`src/rtl/pattern_counter_if.sv`:
```
// Job handshake, byte stream and result bus between a controller and pattern_counter.
interface pattern_counter_if #(
  parameter int PAT_W = 5,
  parameter int CNT_W = 8
);
  logic             start;
  logic [PAT_W-1:0] pat;
  logic             in_valid;
  logic [7:0]       in_data;
  logic             in_ready;
  logic             halt;
  logic [CNT_W-1:0] ctb;
  logic [CNT_W-1:0] cto;
  logic [CNT_W-1:0] cts;

  modport master (
    output start, pat, in_valid, in_data,
    input  in_ready, halt, ctb, cto, cts
  );

  modport slave (
    input  start, pat, in_valid, in_data,
    output in_ready, halt, ctb, cto, cts
  );
endinterface

```
`src/rtl/pattern_counter.sv`:
```
// Counts pattern occurrences in a byte stream: within bytes (ctb), bytes with any hit (cto)
// and across the whole concatenated bit stream (cts). One byte per cycle, saturating counts.
//
// state | meaning
// IDLE  | after reset, waiting for start
// RUN   | accepting message bytes
// DONE  | job complete, halt and counts held until next start
module pattern_counter #(
  parameter int PAT_W  = 5,
  parameter int NBYTES = 32,
  parameter int CNT_W  = 8
) (
  input logic              CLK,
  input logic              reset_n,
  pattern_counter_if.slave bus
);

  typedef enum logic [1:0] {IDLE, RUN, DONE} state_e;

  // Bit j set when the window ending at in-byte bit j lies wholly inside the byte.
  function automatic logic [7:0] in_mask_f();
    logic [7:0] m;
    m = '0;
    for (int j = 0; j < 8; j++) m[j] = (j <= 8 - PAT_W);
    return m;
  endfunction

  localparam logic [7:0] IN_MASK = in_mask_f();

  function automatic logic [3:0] popcnt8(input logic [7:0] v);
    logic [3:0] n;
    n = '0;
    for (int i = 0; i < 8; i++) n = n + {3'b000, v[i]};
    return n;
  endfunction

  function automatic logic [CNT_W-1:0] sat_add(input logic [CNT_W-1:0] a, input logic [3:0] inc);
    logic [CNT_W+3:0] s;
    logic [CNT_W+3:0] top;
    s   = {4'b0000, a} + {{CNT_W{1'b0}}, inc};
    top = {4'b0000, {CNT_W{1'b1}}};
    if (s > top) return {CNT_W{1'b1}};
    return s[CNT_W-1:0];
  endfunction

  state_e           state_q, state_d;
  logic [PAT_W-1:0] pat_q, pat_d;
  logic [7:0]       byte_cnt_q, byte_cnt_d;
  logic [6:0]       carry_q, carry_d;
  logic [CNT_W-1:0] ctb_q, ctb_d;
  logic [CNT_W-1:0] cto_q, cto_d;
  logic [CNT_W-1:0] cts_q, cts_d;

  logic [14:0] stream;
  logic [7:0]  hit;
  logic [7:0]  in_hit;
  logic [7:0]  span_hit;
  logic        accept;

  // Previous stream bits sit above the new byte, so bit 7 of in_data follows carry bit 0.
  assign stream = {carry_q, bus.in_data};
  assign accept = (state_q == RUN) && bus.in_valid;

  always_comb begin
    hit = '0;
    for (int j = 0; j < 8; j++) hit[j] = (PAT_W'(stream >> j) == pat_q);
  end

  assign in_hit   = hit & IN_MASK;
  assign span_hit = (byte_cnt_q == 8'd0) ? in_hit : hit;

  always_comb begin
    state_d    = state_q;
    pat_d      = pat_q;
    byte_cnt_d = byte_cnt_q;
    carry_d    = carry_q;
    ctb_d      = ctb_q;
    cto_d      = cto_q;
    cts_d      = cts_q;
    if (bus.start) begin
      state_d    = RUN;
      pat_d      = bus.pat;
      byte_cnt_d = '0;
      carry_d    = '0;
      ctb_d      = '0;
      cto_d      = '0;
      cts_d      = '0;
    end else if (accept) begin
      byte_cnt_d = byte_cnt_q + 8'd1;
      carry_d    = bus.in_data[6:0];
      ctb_d      = sat_add(ctb_q, popcnt8(in_hit));
      cto_d      = sat_add(cto_q, {3'b000, |in_hit});
      cts_d      = sat_add(cts_q, popcnt8(span_hit));
      if (byte_cnt_q == 8'(NBYTES - 1)) state_d = DONE;
    end
  end

  always_ff @(posedge CLK or negedge reset_n) begin
    if (!reset_n) begin
      state_q    <= IDLE;
      pat_q      <= '0;
      byte_cnt_q <= '0;
      carry_q    <= '0;
      ctb_q      <= '0;
      cto_q      <= '0;
      cts_q      <= '0;
    end else begin
      state_q    <= state_d;
      pat_q      <= pat_d;
      byte_cnt_q <= byte_cnt_d;
      carry_q    <= carry_d;
      ctb_q      <= ctb_d;
      cto_q      <= cto_d;
      cts_q      <= cts_d;
    end
  end

  assign bus.in_ready = (state_q == RUN);
  assign bus.halt     = (state_q == DONE);
  assign bus.ctb      = ctb_q;
  assign bus.cto      = cto_q;
  assign bus.cts      = cts_q;

endmodule
```
`src/flat_wrapper.sv`:
```
// flat-port wrapper written by rule: the top's interface ports become plain ports
module pattern_counter_flat 
#(
  parameter int PAT_W  = 5,
  parameter int NBYTES = 32,
  parameter int CNT_W  = 8
)
  (CLK, reset_n, bus_start, bus_pat, bus_in_valid, bus_in_data, bus_in_ready, bus_halt, bus_ctb, bus_cto, bus_cts);
  pattern_counter_if #(.PAT_W(PAT_W), .CNT_W(CNT_W)) bus_i ();
  input logic CLK;
  input logic reset_n;
  input wire logic [$bits(bus_i.start)-1:0] bus_start;
  input wire logic [$bits(bus_i.pat)-1:0] bus_pat;
  input wire logic [$bits(bus_i.in_valid)-1:0] bus_in_valid;
  input wire logic [$bits(bus_i.in_data)-1:0] bus_in_data;
  output wire logic [$bits(bus_i.in_ready)-1:0] bus_in_ready;
  output wire logic [$bits(bus_i.halt)-1:0] bus_halt;
  output wire logic [$bits(bus_i.ctb)-1:0] bus_ctb;
  output wire logic [$bits(bus_i.cto)-1:0] bus_cto;
  output wire logic [$bits(bus_i.cts)-1:0] bus_cts;
  assign bus_i.start = bus_start;
  assign bus_i.pat = bus_pat;
  assign bus_i.in_valid = bus_in_valid;
  assign bus_i.in_data = bus_in_data;
  assign bus_in_ready = bus_i.in_ready;
  assign bus_halt = bus_i.halt;
  assign bus_ctb = bus_i.ctb;
  assign bus_cto = bus_i.cto;
  assign bus_cts = bus_i.cts;
  pattern_counter #(.PAT_W(PAT_W), .NBYTES(NBYTES), .CNT_W(CNT_W)) u_core (.CLK(CLK), .reset_n(reset_n), .bus(bus_i));
endmodule
```
`config.mk`:
```
export PLATFORM = sky130hd
export DESIGN_NAME = pattern_counter_flat
export DESIGN_NICKNAME = d
export VERILOG_FILES = /design/src/rtl/pattern_counter_if.sv /design/src/rtl/pattern_counter.sv /design/src/flat_wrapper.sv
export SDC_FILE = /design/constraint.sdc
export NUM_CORES = 1
export LEC_CHECK = 0
export CORE_MARGIN = 8
export CORE_UTILIZATION = 50
export DETAILED_ROUTE_END_ITERATION = 8
export PLACE_DENSITY_LB_ADDON = 0.12
export SLEW_MARGIN = 20
export SYNTH_ARGS = -nofsm -noshare
export SYNTH_HDL_FRONTEND = slang
export SYNTH_SLANG_ARGS = --single-unit
```
`constraint.sdc`:
```
create_clock -name CLK -period 4 [get_ports CLK]
set_input_delay 0.4 -clock CLK [delete_from_list [all_inputs] [get_ports CLK]]
set_output_delay 0.4 -clock CLK [all_outputs]
set_load 0.05 [all_outputs]
```
==> results of run 1 <==
-- flip-flops by register name, summed over array words and instances (netlist names) --
name and count:
u_core.carry_q 4, u_core.state_q 2, u_core.bus.ctb 8, u_core.bus.cts 8, u_core.pat_q 5, u_core.byte_cnt_q 8, u_core.bus.cto 8
-- synth_stat cells (2+ instances only) --
library cell,instances
sky130_fd_sc_hd__buf_2,10
sky130_fd_sc_hd__xnor2_1,22
sky130_fd_sc_hd__nor4b_1,2
sky130_fd_sc_hd__fa_1,7
sky130_fd_sc_hd__nor2_1,27
sky130_fd_sc_hd__mux2i_1,2
sky130_fd_sc_hd__dfrtp_1,43
sky130_fd_sc_hd__nand2_1,24
sky130_fd_sc_hd__ha_1,16
sky130_fd_sc_hd__nand4_1,14
sky130_fd_sc_hd__a211oi_1,7
sky130_fd_sc_hd__clkbuf_1,9
sky130_fd_sc_hd__inv_1,21
sky130_fd_sc_hd__xor2_1,28
sky130_fd_sc_hd__o21a_1,2
sky130_fd_sc_hd__a21oi_1,14
sky130_fd_sc_hd__nor3_2,2
sky130_fd_sc_hd__nor4_1,2
sky130_fd_sc_hd__nand3b_1,2
sky130_fd_sc_hd__and3_1,2
sky130_fd_sc_hd__o21bai_1,2
sky130_fd_sc_hd__o2111a_1,2
sky130_fd_sc_hd__nor3_1,23
sky130_fd_sc_hd__a21o_1,2
sky130_fd_sc_hd__mux2_2,5
sky130_fd_sc_hd__o211a_1,2
sky130_fd_sc_hd__nand3_1,10
sky130_fd_sc_hd__a31oi_1,2
sky130_fd_sc_hd__nor2b_1,3
-- where the power goes --
part	switching, mW	internal, mW	leakage [nW]
combinational	0.149	0.133	1.17
clock	0.154	0.136	0.0470
sequential	0.0205	0.451	0.571
total	0.323	0.720	1.79
-- cells in the final DEF, fill, tap and decap left out, types with 3 or more instances in the layout --
master,netlist,routed
sky130_fd_sc_hd__a211oi_1,7,6
sky130_fd_sc_hd__a21oi_1,14,11
sky130_fd_sc_hd__ha_1,16,14
sky130_fd_sc_hd__clkbuf_8,0,6
sky130_fd_sc_hd__nor3_1,23,20
sky130_fd_sc_hd__xor2_1,28,27
sky130_fd_sc_hd__buf_4,1,47
sky130_fd_sc_hd__nand2_1,24,23
sky130_fd_sc_hd__nor2b_1,3,3
sky130_fd_sc_hd__nor2_1,27,26
sky130_fd_sc_hd__mux2_2,5,5
sky130_fd_sc_hd__xnor2_1,22,21
sky130_fd_sc_hd__nand4_1,14,14
sky130_fd_sc_hd__inv_1,21,19
sky130_fd_sc_hd__nand3_1,10,9
sky130_fd_sc_hd__dfrtp_1,43,40
sky130_fd_sc_hd__clkdlybuf4s50_1,0,35
sky130_fd_sc_hd__dfrtp_2,0,3
sky130_fd_sc_hd__nor3_2,2,5
sky130_fd_sc_hd__fa_1,7,4
sky130_fd_sc_hd__dlygate4sd2_1,0,6
sky130_fd_sc_hd__fa_2,0,3
-- routing by layer --
metal	vias to the layer above	part of all wire (%)
met4	0	1.1
met3	8	3.2
met2	42	50
li1	1271	-
met5	-	0
met1	1232	45
-- what timing repair did --
item                                    4_1_cts  5_1_grt
resized for setup                            19       17
hold buffers                                  0        0
endpoints found under the setup margin        8        8
buffers inserted                              2        6
pin swaps                                    21       23
-- worst max-delay path, delay by kind of cell, from the launching register on --
kind                       cells  cell delay, ns
and+or+nand+nor                2            0.20
DFF                            1            0.43
buffers and inverters          4            0.32
adders and majority gates      6            2.34
xor gates and xnor gates       1            0.11
AOI/OAI and AO/OA              3            0.73
-- worst max path at each step --
stage,end,depth (start not counted),start
3_5_place_dp,u_core.bus.cts[7],17,bus_in_data[3]
5_1_grt,u_core.bus.cts[7],16,u_core.pat_q[1]
4_1_cts,u_core.bus.cts[7],15,u_core.pat_q[0]
6_report,u_core.bus.cts[7],16,u_core.pat_q[0]
2_1_floorplan,u_core.bus.cts[7],16,bus_in_data[3]
3_3_place_gp,u_core.bus.cts[7],16,bus_in_data[3]
-- logic make-up after synthesis --
logic type | synth area share, %
compound gates | 9.75
flops | 35.7
simple gates | 20.5
mux | 2.53
buf+inv | 5.77
xor+xnor | 14.5
fa+ha+maj | 11.3
-- final cells by class --
| type | count | area [um2] |
|---|---|---|
| Fill cell | 491 | 1850 |
| Clock inverter | 1 | 5.00 |
| Sequential cell | 43 | 1080 |
| Clock buffer | 6 | 82.6 |
| Inverter | 21 | 78.8 |
| Multi-Input combinational cell | 241 | 1910 |
| Timing Repair Buffer | 90 | 787 |
| Tap cell | 75 | 93.8 |
==> impl_summary.txt, run 1 <==
----------------------------------------------------
[Outcome]
  Outcome ... finished with violations
  Violated checks ... setup timing

[Placement]
  Detailed placer's ending HPWL ... around 5300 um
  Pre-CTS setup slack ... -0.730 ns
  Dpl cells ... 463
  I/O Buffers ... 42
  Routability congestion estimate ... 0.859
  Post-place instance area ... 3750 um2

[Logic synthesis]
  Library cell with the largest summed area after synthesis ... sky130_fd_sc_hd__dfrtp_1
  Number of flops mapped to enable cells by yosys ... 0
  Post-Syn Area per Cell ... 9.25 um2
  Flip-flop and latch count after synthesis ... 43
  Proportion of synthesized chip area in sequential cells ... 35.7%
  Number of warnings reported in the yosys synthesis log ... 0
  Fraction of post-synthesis cell area in the top cell type by area ... 35.7%
  Top post-synthesis cells by area ... sky130_fd_sc_hd__dfrtp_1 (36%), sky130_fd_sc_hd__xor2_1 (8.1%), sky130_fd_sc_hd__ha_1 (6.6%)
  Count of mapped cells out of synthesis ... 326
  Syn nets ... 366
  Number of different library cells in the post-synthesis netlist ... 48
  Post-synthesis cell area ... 3020 um2
  Asr flop ratio synth ... 100%
  Prevailing post-synth register cell ... sky130_fd_sc_hd__dfrtp_1

[Global routing]
  Met3 GRT Util ... 3.92%
  Maximum number of pins on one net before global-route repair ... 44
  Global route overflow ... 0
  Initial antenna violation count ... 0
  Overall global routing resource usage ... ~17%
  Most heavily used metal layer in global routing ... met2
  Met2 track demand over resource ... around 28%
  Met1 layer usage reported by global route ... around 22%
  First-pass GRT wire length ... 12200 um
  Via count of the first global-routing pass ... 2426

[Detailed routing]
  DRC violations left ... 0
  Post-route ant nets ... 0
  First-iteration detailed-routing DRC count ... 89
  Post-detailed-routing wire length ... 7520 um
  WL/cell ... 15.8 um
  Length of the first detailed-routing pass in iterations ... 4
  Via count ... 2553
  Per-cell via count in the routed design ... 5.35

[Timing]
  TNS Setup ... -0.920 ns
  Slew margin rel. ... 57.2%
  Final period util ... 106%
  Setup repair after global routing missed its margin ... true
  Number of setup violations in the final report ... 8
  Setup slack after layout ... -0.246 ns
  Count of pins over their slew limit ... 0
  Number of failing hold endpoints at the final stage ... 0
  Maximum operating frequency ... 236 MHz
  Measured slew at the worst slew-check pin ... 0.642 ns
  Final Critical Period ... about 4.2 ns
  Smallest hold slack ... 0.0905 ns
  Largest clock skew in the final design ... between 0.009 and 0.01 ns

[Floorplanning]
  Horizontal extent of the die ... roughly 94 um
  Die outline height ... 93.7 um
  Top-Level Pins ... 43
  Area enclosed by the die boundary ... 8770 um2
  Std-Cell Core Area ... between 5000 and 6000 um2
  Initial core utilization ... 51.2%
  Std-Cell Rows ... 28

[Finish]
  Layout net count ... 442
  Ratio of cells with drive above 1 in the final layout ... 23.4%
  Non-filler instance count after layout ... 477
  Post-synthesis to final-layout area growth ... 33.8%
  Final design area excluding fillers ... 4030 um2
  Layout Utilization ... 68.5%
  Diode count ... 0

[Worst setup path]
  CP Data Required Time ... 4.19 ns
  Launch instance of the worst register-to-register path ... u_core.pat_q[0]
  Worst Reg2Reg Path Length in Cells ... 16
  Flop-to-flop setup slack ... -0.25 ns
  Type of the worst setup path ... reg2reg
  Highest net fanout along the worst path ... 4
  Critical-path cell with the highest stage delay ... sky130_fd_sc_hd__fa_2
  Worst EP arrival ... 4.43 ns
  Reg-to-Reg End ... u_core.bus.cts[7]
  Crit path largest cell delay ... 0.54 ns
  Cells along the critical path ... buf_4 > xnor2_1 > nand4_1 > inv_1 > ha_1 > inv_2 > fa_1 > fa_1 > fa_2 > fa_2 > inv_2 > ha_4 > a211o_1 > a21o_1 > a41oi_2 > nor3_1
  Critical path launch point type ... flop
  Sort of element at the end of the critical path ... flop

[Clock tree]
  Max Buffers Root-to-Sink ... 2
  Clock latency reported for the late side of the worst-skew pair ... 0.30 ns
  Clock-pin slew on the worst setup and hold paths ... ~0.090 ns
  Buffer cell driving the clock tree root ... sky130_fd_sc_hd__clkbuf_8
  CTS tree ... built
  Number of buffers inserted during clock tree synthesis ... 5
  H-tree levels ... 2
  Sinks on the clock net ... 43

[Power and ir drop]
  Power, Total ... approximately 1.0 mW
  Power Density ... 259 nW/um2
  Peak supply drop ... 0.129 mV
  Total leakage power ... 1.79 nW

[Flow run]
  Max-cap violation count ... 0

[Hold path]
  Hold crit path type ... in2async

----------------------------------------------------
(Power assumes the default switching activity.)
==> inputs of run 2 (changes only) <==
Settings changed: CORE_MARGIN 8 to 2.
==> impl_summary.txt, run 2 (synthesis results as in run 1) <==
----------------------------------------------------
[Outcome]
  Outcome ... finished with violations
  Violated checks ... setup timing

[Timing]
  Number of setup violations in the final report ... 8
  Largest clock skew in the final design ... 0.00380 ns
  Count of pins over their slew limit ... 0
  Final period util ... 104%
  TNS Setup ... -0.819 ns
  Setup repair after global routing missed its margin ... true
  Slew margin rel. ... 22.3%
  Maximum operating frequency ... 239 MHz
  Smallest hold slack ... 0.0968 ns
  Number of failing hold endpoints at the final stage ... 0
  Final Critical Period ... 4.18 ns
  Setup slack after layout ... -0.176 ns
  Measured slew at the worst slew-check pin ... 1.16 ns

[Worst setup path]
  Worst EP arrival ... approximately 4.4 ns
  Reg-to-Reg End ... u_core.bus.cts[7]
  Type of the worst setup path ... reg2reg
  Critical path launch point type ... flop
  Launch instance of the worst register-to-register path ... u_core.pat_q[3]
  Worst Reg2Reg Path Length in Cells ... 14
  Flop-to-flop setup slack ... -0.18 ns
  Sort of element at the end of the critical path ... flop
  Highest net fanout along the worst path ... 5
  CP Data Required Time ... 4.18 ns

[Finish]
  Ratio of cells with drive above 1 in the final layout ... between 20% and 30%
  Post-synthesis to final-layout area growth ... 33.4%
  Fill cell instance count of the final layout ... 482
  Layout net count ... 441
  Most frequent standard cell in the layout excluding fill and tap cells ... sky130_fd_sc_hd__buf_4
  Commonest non-fill, non-tap cells in the layout ... sky130_fd_sc_hd__buf_4 (47), sky130_fd_sc_hd__dfrtp_1 (41), sky130_fd_sc_hd__clkdlybuf4s50_1 (35)
  Non-filler instance count after layout ... 476
  Diode count ... 0
  Final design area excluding fillers ... 4020 um2

[Power and ir drop]
  Peak supply drop ... 0.148 mV
  Total leakage power ... 1.79 nW
  Power Density ... approximately 270 nW/um2

[Floorplanning]
  Area enclosed by the die boundary ... between 6000 and 7000 um2
  Initial core utilization ... 51.2%
  Std-Cell Rows ... 28
  Die outline height ... 81.7 um
  Top-Level Pins ... 43
  Horizontal extent of the die ... 81.7 um
  Std-Cell Core Area ... 5890 um2

[Global routing]
  Met2 track demand over resource ... 38.9%
  Maximum number of pins on one net before global-route repair ... 44
  Met3 GRT Util ... approximately 3.6%
  Overall global routing resource usage ... 22.3%
  Initial antenna violation count ... 0
  First-pass GRT wire length ... ~12000 um
  Most heavily used metal layer in global routing ... met2
  Global route overflow ... 0
  Met1 layer usage reported by global route ... 28.6%
  Via count of the first global-routing pass ... 2555

[Clock tree]
  Sinks on the clock net ... 43
  Clock-pin slew on the worst setup and hold paths ... 0.08 ns
  CTS tree ... built
  Max Buffers Root-to-Sink ... 2
  Buffer cell driving the clock tree root ... sky130_fd_sc_hd__clkbuf_8
  Clock latency reported for the late side of the worst-skew pair ... 0.29 ns
  H-tree levels ... 2
  Number of buffers inserted during clock tree synthesis ... 5

[Placement]
  Detailed placer's ending HPWL ... 4910 um
  Post-place instance area ... 3720 um2
  Dpl cells ... 460
  I/O Buffers ... 42
  Routability congestion estimate ... between 0.8 and 0.9

[Flow run]
  Max-cap violation count ... 0

[Detailed routing]
  First-iteration detailed-routing DRC count ... 121
  Per-cell via count in the routed design ... 5.47
  Length of the first detailed-routing pass in iterations ... 6
  Post-route ant nets ... 0
  WL/cell ... 15.0 um
  Post-detailed-routing wire length ... about 7000 um
  Via count ... roughly 2.6k
  DRC violations left ... 0

[Hold path]
  Hold crit path type ... in2async

----------------------------------------------------
==> run 2: worst max path at each step <==
stage | start | to | slack (ns)
after floorplan | bus_in_data[3] | u_core.bus.cts[7] | -0.12
after global placement | bus_in_data[3] | u_core.bus.cts[7] | -0.65
after detailed placement | bus_in_data[4] | u_core.bus.cts[2] | -0.79
after CTS | u_core.pat_q[0] | u_core.bus.cts[5] | -0.18
after global routing | u_core.byte_cnt_q[0] | u_core.bus.cts[7] | -0.33
final | u_core.pat_q[3] | u_core.bus.cts[7] | -0.18
==> run 2: report_power, final <==
group	total, mW	switching (mW)	internal (mW)
Combinational	0.281	0.150	0.131
Clock	0.334	0.151	0.183
Sequential	0.471	0.0198	0.451
Total	1.09	0.321	0.765
==> run 2: repair_timing <==
action                                  in CTS  in global routing
buffers inserted                             6                  4
pin swaps                                   20                 16
resized for setup                           24                 12
endpoints found under the setup margin       8                  8
hold buffers                                 0                  0
==> run 2: through the flow <==
step | worst slack (ns) | util, % | power, mW
global route | -0.328 | 68.4 | 1.14
global placement | -0.654 | 63.2 | 0.736
CTS | -0.181 | 67.0 | 1.08
floorplan | -0.124 | - | 0.644
finish | -0.176 | 68.4 | 1.09
detailed placement | -0.790 | 63.2 | 0.741
==> run 2: cell type report <==
class                   count  area [um2]  share of cell area, %
repair buffers             89         771                   19.2
multi-input cells         241        1900                   47.2
inverters                  21        78.8                   1.96
clock buffers               6        72.6                   1.80
well taps                  75        93.8                   2.33
clock inverters             1        30.0                  0.746
flip-flops and latches     43        1080                   26.8
==> run 2: worst max-delay path: stages, from the launching register on <==
cell                      delay, ns
sky130_fd_sc_hd__dfrtp_1       0.44
sky130_fd_sc_hd__buf_4         0.18
sky130_fd_sc_hd__xor2_1        0.15
sky130_fd_sc_hd__nor3_1        0.25
sky130_fd_sc_hd__nand4_1       0.15
sky130_fd_sc_hd__fa_1          0.55
sky130_fd_sc_hd__fa_1          0.44
sky130_fd_sc_hd__fa_2          0.37
sky130_fd_sc_hd__fa_2          0.53
sky130_fd_sc_hd__inv_2         0.05
sky130_fd_sc_hd__ha_4          0.21
sky130_fd_sc_hd__a211o_1       0.29
sky130_fd_sc_hd__a21o_1        0.22
sky130_fd_sc_hd__a41oi_2       0.18
sky130_fd_sc_hd__nor3_1        0.06
==> run 2: metal layers <==
metal / up-vias / wire length, um / share of wire, %
li1: 1271 / - / -
met1: 1287 / 3270 / 46
met2: 36 / 3580 / 50
met3: 9 / 174 / 2.4
met4: 0 / 107 / 1.5
met5: - / 0 / 0
==> inputs of run 3 (changes only) <==
Settings changed: HOLD_SLACK_MARGIN set to 0.02, SLEW_MARGIN 20 to 30.
==> impl_summary.txt, run 3 (synthesis results as in run 1) <==
----------------------------------------------------
[Outcome]
  Outcome ... finished with violations
  Violated checks ... setup timing

[Power and ir drop]
  Total leakage power ... 1.76 nW
  Fraction of power spent switching nets ... 31.6%
  Clock group share of total power ... 27.2%
  Power Density ... 258 nW/um2
  Logic pwr share ... 26.7%
  Sequential share of power ... 46.0%
  Power dissipated by switching net loads ... 0.324 mW
  Internal power ... 0.700 mW
  Peak supply drop ... 0.141 mV

[Worst setup path]
  Critical-path cell with the highest stage delay ... sky130_fd_sc_hd__fa_1
  CP Data Required Time ... around 4.2 ns
  Type of the worst setup path ... reg2reg
  Launch instance of the worst register-to-register path ... u_core.pat_q[2]
  Highest net fanout along the worst path ... 4
  Worst Setup SP ... u_core.pat_q[2]
  Crit path largest cell delay ... just under 0.6 ns
  Flop-to-flop setup slack ... -0.17 ns
  Worst Reg2Reg Path Length in Cells ... 14
  Reg-to-Reg End ... u_core.bus.cts[7]
  Critical Path Sink ... u_core.bus.cts[7]
  Cells along the critical path ... buf_4 > xor2_1 > nor3_2 > nand4_1 > fa_1 > fa_1 > fa_2 > fa_2 > inv_2 > ha_4 > a211o_1 > a21o_1 > a41oi_2 > nor3_1
  Critical path launch point type ... flop
  Worst EP arrival ... 4.35 ns
  Sort of element at the end of the critical path ... flop

[Clock tree]
  Clock latency reported for the late side of the worst-skew pair ... 0.30 ns
  H-tree levels ... 2
  Buffer cell driving the clock tree root ... sky130_fd_sc_hd__clkbuf_8
  Sinks on the clock net ... 43
  Clock-pin slew on the worst setup and hold paths ... about 0.090 ns
  Number of buffers inserted during clock tree synthesis ... 5
  Max Buffers Root-to-Sink ... 2
  CTS tree ... built

[Global routing]
  Global route overflow ... 0
  Maximum number of pins on one net before global-route repair ... 44
  Initial antenna violation count ... 0
  Overall global routing resource usage ... 22.4%
  Via count of the first global-routing pass ... 2484
  First-pass GRT wire length ... approximately 12000 um

[Timing]
  Final period util ... 104%
  Largest clock skew in the final design ... 0.00803 ns
  Maximum operating frequency ... 240 MHz
  Slew margin rel. ... 59.0%
  Smallest hold slack ... between 0.08 and 0.09 ns
  TNS Setup ... -0.484 ns
  Count of pins over their slew limit ... 0
  Setup slack after layout ... -0.166 ns
  Setup repair after global routing missed its margin ... true
  Final Critical Period ... 4.17 ns
  Number of failing hold endpoints at the final stage ... 0
  Number of setup violations in the final report ... 6
  Measured slew at the worst slew-check pin ... 0.613 ns

[Finish]
  Layout Utilization ... around 67%
  Post-synthesis to final-layout area growth ... 31.5%
  Diode count ... 0
  Ratio of cells with drive above 1 in the final layout ... 21.5%
  Layout net count ... 439
  Most frequent standard cell in the layout excluding fill and tap cells ... sky130_fd_sc_hd__buf_4
  Commonest non-fill, non-tap cells in the layout ... sky130_fd_sc_hd__buf_4 (45), sky130_fd_sc_hd__dfrtp_1 (40), sky130_fd_sc_hd__clkdlybuf4s50_1 (35)

[Floorplanning]
  Initial core utilization ... 51.2%
  Horizontal extent of the die ... 81.7 um
  Std-Cell Core Area ... slightly below 6000 um2
  Top-Level Pins ... 43
  Std-Cell Rows ... 28
  Die outline height ... 81.7 um
  Area enclosed by the die boundary ... 6670 um2

[Hold path]
  Hold crit path type ... in2async

[Detailed routing]
  Post-route ant nets ... 0
  Post-detailed-routing wire length ... 7030 um
  DRC violations left ... 0
  First-iteration detailed-routing DRC count ... 74
  WL/cell ... 14.8 um
  Per-cell via count in the routed design ... ~5.3
  Length of the first detailed-routing pass in iterations ... 4
  Via count ... 2537

[Flow run]
  Max-cap violation count ... 0

[Placement]
  Routability congestion estimate ... between 0.8 and 0.9
  I/O Buffers ... 42
  Detailed placer's ending HPWL ... 4950 um

----------------------------------------------------
[run 3: cell types whose count changed in the layout (fill, tap and decap cells not counted), moves of 2 or more]
cell                      before  now
sky130_fd_sc_hd__buf_4        47   45
sky130_fd_sc_hd__a21oi_2       3    1
sky130_fd_sc_hd__nor3_1       20   22
sky130_fd_sc_hd__a21oi_1      10   12
sky130_fd_sc_hd__nor3_2        5    3
[run 3: power by group through the flow]
stage / clock network [mW] / logic, mW / registers (mW)
detailed placement: 0 / 0.264 / 0.479
global placement: 0 / 0.258 / 0.478
CTS: 0.287 / 0.273 / 0.471
floorplan: 0 / 0.146 / 0.497
finish: 0.279 / 0.274 / 0.471
global route: 0.304 / 0.301 / 0.474
[run 3: worst min path at each step]
stage	start	to	depth (start not counted)
2_1_floorplan	reset_n	u_core.bus.ctb[0]	0
3_3_place_gp	u_core.bus.ctb[4]	u_core.bus.ctb[4]	1
3_5_place_dp	reset_n	u_core.bus.ctb[4]	1
4_1_cts	reset_n	u_core.bus.ctb[4]	1
5_1_grt	reset_n	u_core.bus.ctb[4]	1
6_report	reset_n	u_core.bus.ctb[4]	1
[run 3: worst max-delay path: cells and delay by family (launching register included)]
kind	cells	cell delay (ns)
AOI/OAI and AO/OA	3	0.70
xor gates and xnor gates	1	0.16
adders and majority gates	5	2.12
buffers and inverters	2	0.20
DFF	1	0.45
and+or+nand+nor	3	0.43
[run 3: layout make-up]
type,instances,area (um2)
fill,477,1920
multi-input combinational,241,1880
sequential,43,1080
timing repair buffer,87,752
tap,75,93.8
inverter,21,78.8
clock buffer,6,72.6
clock inverter,2,12.5
[run 3: metrics by stage]
step	instances	cell area (um2)	setup WS, ns	power [mW]
finish	475	3970	-0.166	1.02
floorplan	326	3040	-0.124	0.644
global placement	460	3720	-0.654	0.736
detailed placement	461	3730	-0.763	0.743
global route	475	3970	-0.309	1.08
CTS	472	3920	-0.234	1.03
[run 3: metal layers]
layer	track usage (%)	share of wire (%)	up-vias	wire [um]
li1	-	-	1273	-
met1	29.4	47	1225	3330
met2	38.9	49	33	3470
met3	3.30	2.4	6	168
met4	5.17	0.90	0	63
met5	0	0	-	0
[run 3: timing repair]
item,4_1_cts,5_1_grt
setup endpoints to repair,8,8
gates resized for setup,23,6
hold buffers,0,0
pin swaps,24,21
buffers inserted,3,3
